File: config.mk
export PLATFORM = sky130hd
export DESIGN_NAME = eye_frame_capture
export DESIGN_NICKNAME = d
export VERILOG_FILES = /design/src/rtl/eye_frame_capture.sv
export SDC_FILE = /design/constraint.sdc
export NUM_CORES = 1
export LEC_CHECK = 0
export CORE_MARGIN = 10
export CORE_UTILIZATION = 45
export CTS_BUF_LIST = sky130_fd_sc_hd__clkbuf_8
export CTS_CLUSTER_SIZE = 28
export DETAILED_ROUTE_END_ITERATION = 8
export PLACE_DENSITY = 0.82
export SLEW_MARGIN = 10
export SYNTH_ARGS = -nofsm -noshare
export SYNTH_HDL_FRONTEND = slang
export SYNTH_SLANG_ARGS = --single-unit
File: constraint.sdc
create_clock -name clk -period 1.8 [get_ports clk]
set_input_delay 0.36 -clock clk [delete_from_list [all_inputs] [get_ports clk]]
set_output_delay 0.36 -clock clk [all_outputs]
set_load 0.01 [all_outputs]
File: src/rtl/eye_frame_capture.sv
// eye_frame_capture: writes camera frames into a two-bank (ping-pong) image
// buffer. A frame must start with pix_sof. A frame is presented to
// pupil_detect once its last pixel has been written, and stays presented
// until frame_release.
module eye_frame_capture #(
  parameter int IMG_W = 112,
  parameter int IMG_H = 112,
  parameter int PIX_W = 8
) (
  input  logic             clk,
  input  logic             reset,
  input  logic             enable,
  input  logic             pix_valid,
  input  logic             pix_sof,
  input  logic [PIX_W-1:0] pix_data,
  output logic             buf_wr_en,
  output logic [14:0]      buf_wr_addr,
  output logic [PIX_W-1:0] buf_wr_data,
  output logic             frame_ready,
  output logic             frame_bank,
  input  logic             frame_release,
  output logic             busy,
  output logic             short_err,
  output logic [7:0]       drop_cnt
);

  localparam logic [13:0] LAST_IDX = 14'(IMG_W * IMG_H - 1);

  typedef enum logic [1:0] {
    IDLE     = 2'd0,
    WAIT_SOF = 2'd1,
    CAPTURE  = 2'd2
  } state_t;

  state_t      state;
  logic [1:0]  full;
  logic        wr_bank;
  logic        rd_bank;
  logic [13:0] pix_idx;     // index the next non-sof pixel is written to
  logic        done_q;      // final write of a frame is on the bus this cycle
  logic        done_bank;

  logic        rel;
  logic        wr_go;
  logic        last_pix;
  logic [13:0] wr_idx;
  logic [1:0]  rel_mask;
  logic [1:0]  done_mask;
  logic [1:0]  full_nxt;
  logic        rd_nxt;

  // A bank is marked full only once its final write is on the bus. As a
  // result, frame_ready rises one cycle after the last buf_wr_en.
  // Release and completion always target different banks, so the two
  // masks never collide.
  always_comb begin
    rel      = frame_release && full[rd_bank];
    wr_go    = 1'b0;
    wr_idx   = '0;
    last_pix = 1'b0;
    if (enable && pix_valid) begin
      case (state)
        WAIT_SOF: wr_go = pix_sof && !full[wr_bank];
        CAPTURE: begin
          wr_go = 1'b1;
          if (!pix_sof) begin
            wr_idx   = pix_idx;
            last_pix = (pix_idx == LAST_IDX);
          end
        end
        default: ;
      endcase
    end
    rel_mask  = {rel && rd_bank, rel && !rd_bank};
    done_mask = {done_q && done_bank, done_q && !done_bank};
    full_nxt  = (full & ~rel_mask) | done_mask;
    rd_nxt    = rd_bank ^ rel;
  end

  assign busy = (state == CAPTURE);

  // Capture FSM, bank bookkeeping and registered buffer/presentation outputs
  always_ff @(posedge clk or posedge reset) begin
    if (reset) begin
      state       <= IDLE;
      full        <= 2'b00;
      wr_bank     <= 1'b0;
      rd_bank     <= 1'b0;
      pix_idx     <= '0;
      done_q      <= 1'b0;
      done_bank   <= 1'b0;
      buf_wr_en   <= 1'b0;
      buf_wr_addr <= '0;
      buf_wr_data <= '0;
      frame_ready <= 1'b0;
      frame_bank  <= 1'b0;
      short_err   <= 1'b0;
      drop_cnt    <= '0;
    end else begin
      buf_wr_en <= wr_go;
      if (wr_go) begin
        buf_wr_addr <= {wr_bank, wr_idx};
        buf_wr_data <= pix_data;
      end
      done_q      <= last_pix;
      done_bank   <= wr_bank;
      full        <= full_nxt;
      rd_bank     <= rd_nxt;
      frame_ready <= full_nxt[rd_nxt];
      frame_bank  <= rd_nxt;

      case (state)
        IDLE: begin
          if (enable) state <= WAIT_SOF;
        end
        WAIT_SOF: begin
          if (!enable) begin
            state <= IDLE;
          end else if (pix_valid && pix_sof) begin
            if (full[wr_bank]) begin
              if (drop_cnt != 8'hFF) drop_cnt <= drop_cnt + 8'd1;
            end else begin
              state   <= CAPTURE;
              pix_idx <= 14'd1;
            end
          end
        end
        CAPTURE: begin
          if (!enable) begin
            state   <= IDLE;
            pix_idx <= '0;
          end else if (pix_valid) begin
            if (pix_sof) begin
              short_err <= 1'b1;
              pix_idx   <= 14'd1;
            end else if (last_pix) begin
              wr_bank <= ~wr_bank;
              state   <= WAIT_SOF;
              pix_idx <= '0;
            end else begin
              pix_idx <= pix_idx + 14'd1;
            end
          end
        end
        default: state <= IDLE;
      endcase
    end
  end

endmodule

# Word-level counts from Yosys, hierarchy flattened
# Index checks and enable logic that the tools add are counted.
[word_totals]
ff_bits = 56
word_cells = 86
in_bits = 14
output_inout_bits = 36
[op_classes]
n_eq_ne = 13
addsub = 2
magnitude_cmp = 3
mux = 31
bitwise_logic = 6
reduce_logical = 18
[ops]
columns = ["cell", "count"]
rows = [
  ["2-to-1 mux 14 bit", 10],
  ["one-hot mux 14 bit (2 select lines)", 1],
  ["2-to-1 mux 2 bit", 8],
  ["AND reduction 5 bit", 3],
  ["adder 14 x 1 -> 14 bit, second input constant", 1],
  ["equality test 14 bit, second input constant", 1],
  ["!= test 3 bit, second input constant", 4],
  ["2-to-1 mux 1 bit", 10],
  ["adder 8 x 1 -> 8 bit, second input constant", 1],
  ["logical AND 1 bit", 8],
  ["!= test 2 bit, second input constant", 4],
  ["!= test 8 bit, second input constant", 1],
  ["less-than comparator 1 x 2 -> 1 bit, second input constant", 3],
  ["one-hot mux 2 bit (3 select lines)", 1],
  ["AND reduction 6 bit", 1],
  ["AND reduction 4 bit", 1],
  ["logical NOT 1 bit", 3],
  ["!= test 3 x 2 -> 1 bit, second input constant", 1],
  ["AND 2 bit", 1],
  ["equality test 2 x 1 -> 1 bit, second input constant", 1],
  ["equality test 2 bit, second input constant", 1],
  ["logical NOT 2 bit", 1],
  ["NOT 1 bit", 2],
  ["NOT 2 bit", 1],
  ["other kinds (4)", 4],
]

# Longest topological paths before layout
[depth]
word_depth = 9
depth_mapped = 9
ltp_nobuf = 8

# Least setup slack after synthesis
# No wires, ideal clock.
[synth_path]
path_type = "register to register"
start = "register state[0]"
end = "register pix_idx[4]"
required_time_ns = 1.672
setup_ns = 0.128
n_path_buf = 1
arrival_time_ns = 1.677
period_less_slack_ns = 1.805
setup_slack_ns = -0.005
stages_incl_launch_ff = 8
cell_sequence = "dfrtp_1 > inv_1 > ha_1 > inv_2 > o32a_1 > buf_2 > o21ai_0 > o31ai_1"
[synth_via]
elab_chain_len = 8
elab_cells_between_ends = 15
cone_classes = "eq/ne (6); mux (7); reduce/logical (2)"
[synth_lines]
columns = ["item", "line", "text"]
rows = [
  ["from (decl)", "35", "state_t state;"],
  ["from (signal assigned)", "85", "state <= IDLE;"],
  ["from (signal assigned)", "114", "if (enable) state <= WAIT_SOF;"],
  ["from (signal assigned)", "118", "state <= IDLE;"],
  ["equality test 2 bit (*)", "-", ""],
  ["net busy", "22", "output logic busy,"],
  ["2-to-1 mux 1 bit", "62", "case (state)"],
  ["2-to-1 mux 1 bit", "61", "if (enable && pix_valid) begin"],
  ["2-to-1 mux 14 bit", "136", "end else if (last_pix) begin"],
  ["2-to-1 mux 14 bit", "133", "if (pix_sof) begin"],
  ["2-to-1 mux 14 bit", "132", "end else if (pix_valid) begin"],
  ["2-to-1 mux 14 bit", "129", "if (!enable) begin"],
  ["one-hot mux 14 bit (2 select lines)", "112", "case (state)"],
  ["to (signal assigned)", "141", "pix_idx <= pix_idx + 14'd1;"],
  ["to (decl)", "39", "logic [13:0] pix_idx;"],
]
# The timed path passes the listed nets; every way through them passes the cells marked *. The select of a mux whose other input is x is not followed.
# A chain may end at the register's enable or synchronous reset.

# Worst setup path in the final report
[layout_path]
start = "register state[0]"
end = "register pix_idx[12]"
[layout_via]
elab_chain_len = 8
elab_cells_between_ends = 15
cone_classes = "eq/ne (6); mux (7); reduce/logical (2)"
[layout_lines]
columns = ["item", "line"]
rows = [
  ["equality test 2 bit", "62, 112"],
  ["2-to-1 mux 1 bit", "62"],
  ["2-to-1 mux 1 bit", "61"],
  ["2-to-1 mux 14 bit", "136"],
  ["2-to-1 mux 14 bit", "133"],
  ["2-to-1 mux 14 bit", "132"],
  ["2-to-1 mux 14 bit", "129"],
  ["one-hot mux 14 bit (2 select lines)", "112"],
]
# Several ways; a longest one is shown, not always the timed one. The select of a mux whose other input is x is not followed.

==> metrics <==
Slowest cell on crit path dfrtp_1; post-synthesis async set-or-reset flop share 1.000; Die Area approximately 9600 sq um; Setup violations, final 0; 1st-iter DRT viols around 150; cells after synthesis about 270; DP Wirelength 4.878 mm; Yosys top cell by area dfrtp_1; area share of fa/ha/maj cells after synthesis 0.03661; Max Clock Freq 570.8 MHz; cell mode on critical path inv_2; Yosys reg bits between 50 and 60; worst hold slack between 0.4 and 0.5 ns; layout cells sized above 1 0.2191; row cnt 28; vias per cell 5.436; routed via count around 2300; count leader, synth nand2_1; Cell Area, Placed 3523 sq um; Inserted Diodes 0; Hold Vio Cnt, Final 0; cts hold-fix bufs 0; Worst-Margin Slew roughly 0.32 ns; H-tree Lvls 2; cts bufs inserted 5; maximum fanout along the worst path 5; total gr overflow 0; Yosys top cell area share 0.5126; Setup WS post-layout ~0.048 ns; R2R setup slack between 0.04 and 0.05 ns; combinational family with the most area after synthesis simple AND/OR/NAND/NOR gates; post-synth net total 295; Syn Area/Cell about 10 sq um; Final #Nets ~380; Final Cell Area around 3800 sq um; gpl congestion approximately 0.85; Core ar. between 5000 and 6000 sq um; Bufs on Longest Clock Path 2; CP Launch Type register; Remaining DRCs 0; RSZ-0062 raised after global routing yes; Design Power 3.471 mW; Slew Limit Fails 0; PortBufs between 40 and 50; mux contribution to synthesized area 0.01739; CP Data Arrival Time slightly below 2 ns; setup TNS 0 ns; Tmin final roughly 1.8 ns; Layout area overhead 38.31%; layout filler cell count ~450; first-pass GRT wire length ~12 mm; VDD IR-drop max between 0.5 and 0.6 mV; Seq/Total Area, Yosys 0.5126; LEAKAGE 1.821 nW; drt wl/cell about 17 um; ANT nets after route 0; post-synthesis compound-gate area fraction 0.1236; Initial Util 0.4617; pin count of the biggest net entering global routing 57; final period utilization 0.9732; CTS Root Cell clkbuf_8; Max Cap Viol 0; total wire length around 7 mm; xor/xnor share of the synthesized area 0.02563; Largest stage delay, worst path about 0.41 ns; vias in the first global route roughly 2400; Post-synth EDFFs 0; status completed; post-synthesis simple-gate area fraction 0.2375; die width between 90 and 100 um; worst skew pair latency ~0.31 ns; Syn Std Cell Area about 2700 sq um; Setup Crit Path Kind reg -> reg; CP endpoint kind register; CTS sink count 56; YS warnings 0; WP data required 2.03 ns; Die Y-Extent between 90 and 100 um; Setup WS pre-CTS -0.2470 ns; # IOs 50; CTS tree built; Cell variety after synth 50; Synth area leaders dfrtp_1 (51%), nand2_1 (9.2%), ha_1 (3.7%); clock transition at the registers of the reported paths 0.10 ns; Slew headroom 0.7871; Synth Flop Type dfrtp_1; critical path, cell by cell inv_2 > ha_4 > inv_2 > buf_4 > o32ai_4 > buf_12 > nand2b_4 > o31ai_1; initial antenna violation count 0; Layout Skew approximately 0.010 ns; PD cells 918.1 nW/um^2; HP Class in -> async; top cells by count, synth nand2_1 (67), dfrtp_1 (56), nand3_1 (20), inv_1 (9), o21ai_0 (9); DR pass1 iterations 4; GRT Util Overall 0.1417
## layer usage
layer	track usage	part of all wire
met1	0.1610	0.41
met2	0.2543	0.52
met3	0.04228	0.057
met4	0.03132	0.014
met5	0	0
## state kept, by name, indices dropped and copies added (netlist names)
| signal | flops |
|---|---|
| drop_cnt | 8 |
| done_bank | 1 |
| full | 2 |
| short_err | 1 |
| wr_bank | 1 |
| done_q | 1 |
| buf_wr_data | 8 |
| frame_ready | 1 |
| buf_wr_en | 1 |
| pix_idx | 14 |
| state | 2 |
| buf_wr_addr | 15 |
| rd_bank | 1 |
## area by class of cell
| type | instances | area, sq um | share of cell area |
|---|---|---|---|
| repair buffers | 88 | 832.0 | 0.2201 |
| multi-input cells | 193 | 1303 | 0.3445 |
| flip-flops and latches | 56 | 1403 | 0.3709 |
| clock buffers | 5 | 68.82 | 0.01820 |
| well taps | 75 | 93.84 | 0.02482 |
| clock inverters | 3 | 38.79 | 0.01026 |
| inverters | 11 | 42.54 | 0.01125 |
## where the power goes
group          internal, mW  leakage, nW  switching [mW]  total [mW]
Sequential             1.41        0.761           0.124        1.54
Combinational         0.590         1.00           0.533        1.12
Clock                 0.408       0.0593           0.401       0.809
## final timing paths
| path | startpoint | to | depth (start not counted) |
|---|---|---|---|
| worst max-delay path | state[0] | pix_idx[12] | 8 |
| worst min-delay path | reset | buf_wr_data[7] | 3 |
| worst max register to register | state[0] | pix_idx[12] | 8 |
| worst min register to register | buf_wr_addr[3] | buf_wr_addr[3] | 2 |
| max in group asynchronous | reset | state[1] | 3 |
| min in group clk | enable | short_err | 2 |
## metrics by stage
step | std cells | util
6_report | 431 | 0.6386
3_3_place_gp | 418 | 0.5951
4_1_cts | 428 | 0.6192
5_1_grt | 431 | 0.6386
3_5_place_dp | 418 | 0.5951
2_1_floorplan | 273 | -
## worst max-delay path, delay by kind of cell (launching register included)
| kind | cells | cell delay (ns) |
|---|---|---|
| buf+inv | 4 | 0.45 |
| simple gates | 1 | 0.09 |
| compound gates | 2 | 0.53 |
| flops | 1 | 0.41 |
| fa+ha+maj | 1 | 0.18 |
## timing repair
item | CTS | global route
gates cloned | 0 | 1
buffers inserted | 2 | 2
setup endpoints to repair | 14 | 45
resized for setup | 6 | 20
pin swaps | 1 | 7
endpoints found under the hold margin | 0 | 0
## cell families (layout without fill, tap and decap cells)
group                    after synthesis  in the layout
AND/OR/NAND/NOR                      125            126
flip-flops                            56             56
AO/OA/AOI/OAI                         47             47
buffers and inverters                 25            107
adder cells (fa/ha/maj)                8              8
XOR/XNOR                               8              8
multiplexers                           4              4
## layout by cell type (no fill, tap or decap), types with 2 or more instances in the layout
master / Yosys / layout
nand2_1: 67 / 67
dfrtp_1: 56 / 55
clkdlybuf4s50_1: 0 / 46
buf_4: 3 / 34
nand3_1: 20 / 20
o21ai_1: 7 / 9
a21oi_1: 7 / 7
nand4_1: 7 / 7
xnor2_1: 7 / 7
inv_1: 9 / 7
o21ai_0: 9 / 6
nor2_1: 5 / 5
ha_1: 8 / 5
clkbuf_8: 0 / 5
inv_2: 1 / 4
a31oi_1: 4 / 4
and4_1: 4 / 4
o31ai_2: 1 / 4
nor2b_1: 3 / 3
and3_1: 3 / 3
buf_12: 0 / 3
o21ai_2: 1 / 2
nand4_2: 3 / 2
clkinv_2: 1 / 2
nor2_4: 2 / 2
nand2b_1: 2 / 2
a41o_1: 2 / 2
nand2b_4: 1 / 2
nor3_1: 2 / 2
o31ai_1: 7 / 2
o31ai_4: 0 / 2
mux2_2: 2 / 2
ha_4: 0 / 2
dlymetal6s2s_1: 0 / 2
buf_6: 2 / 2
Power figures use the tool's default switching activity.
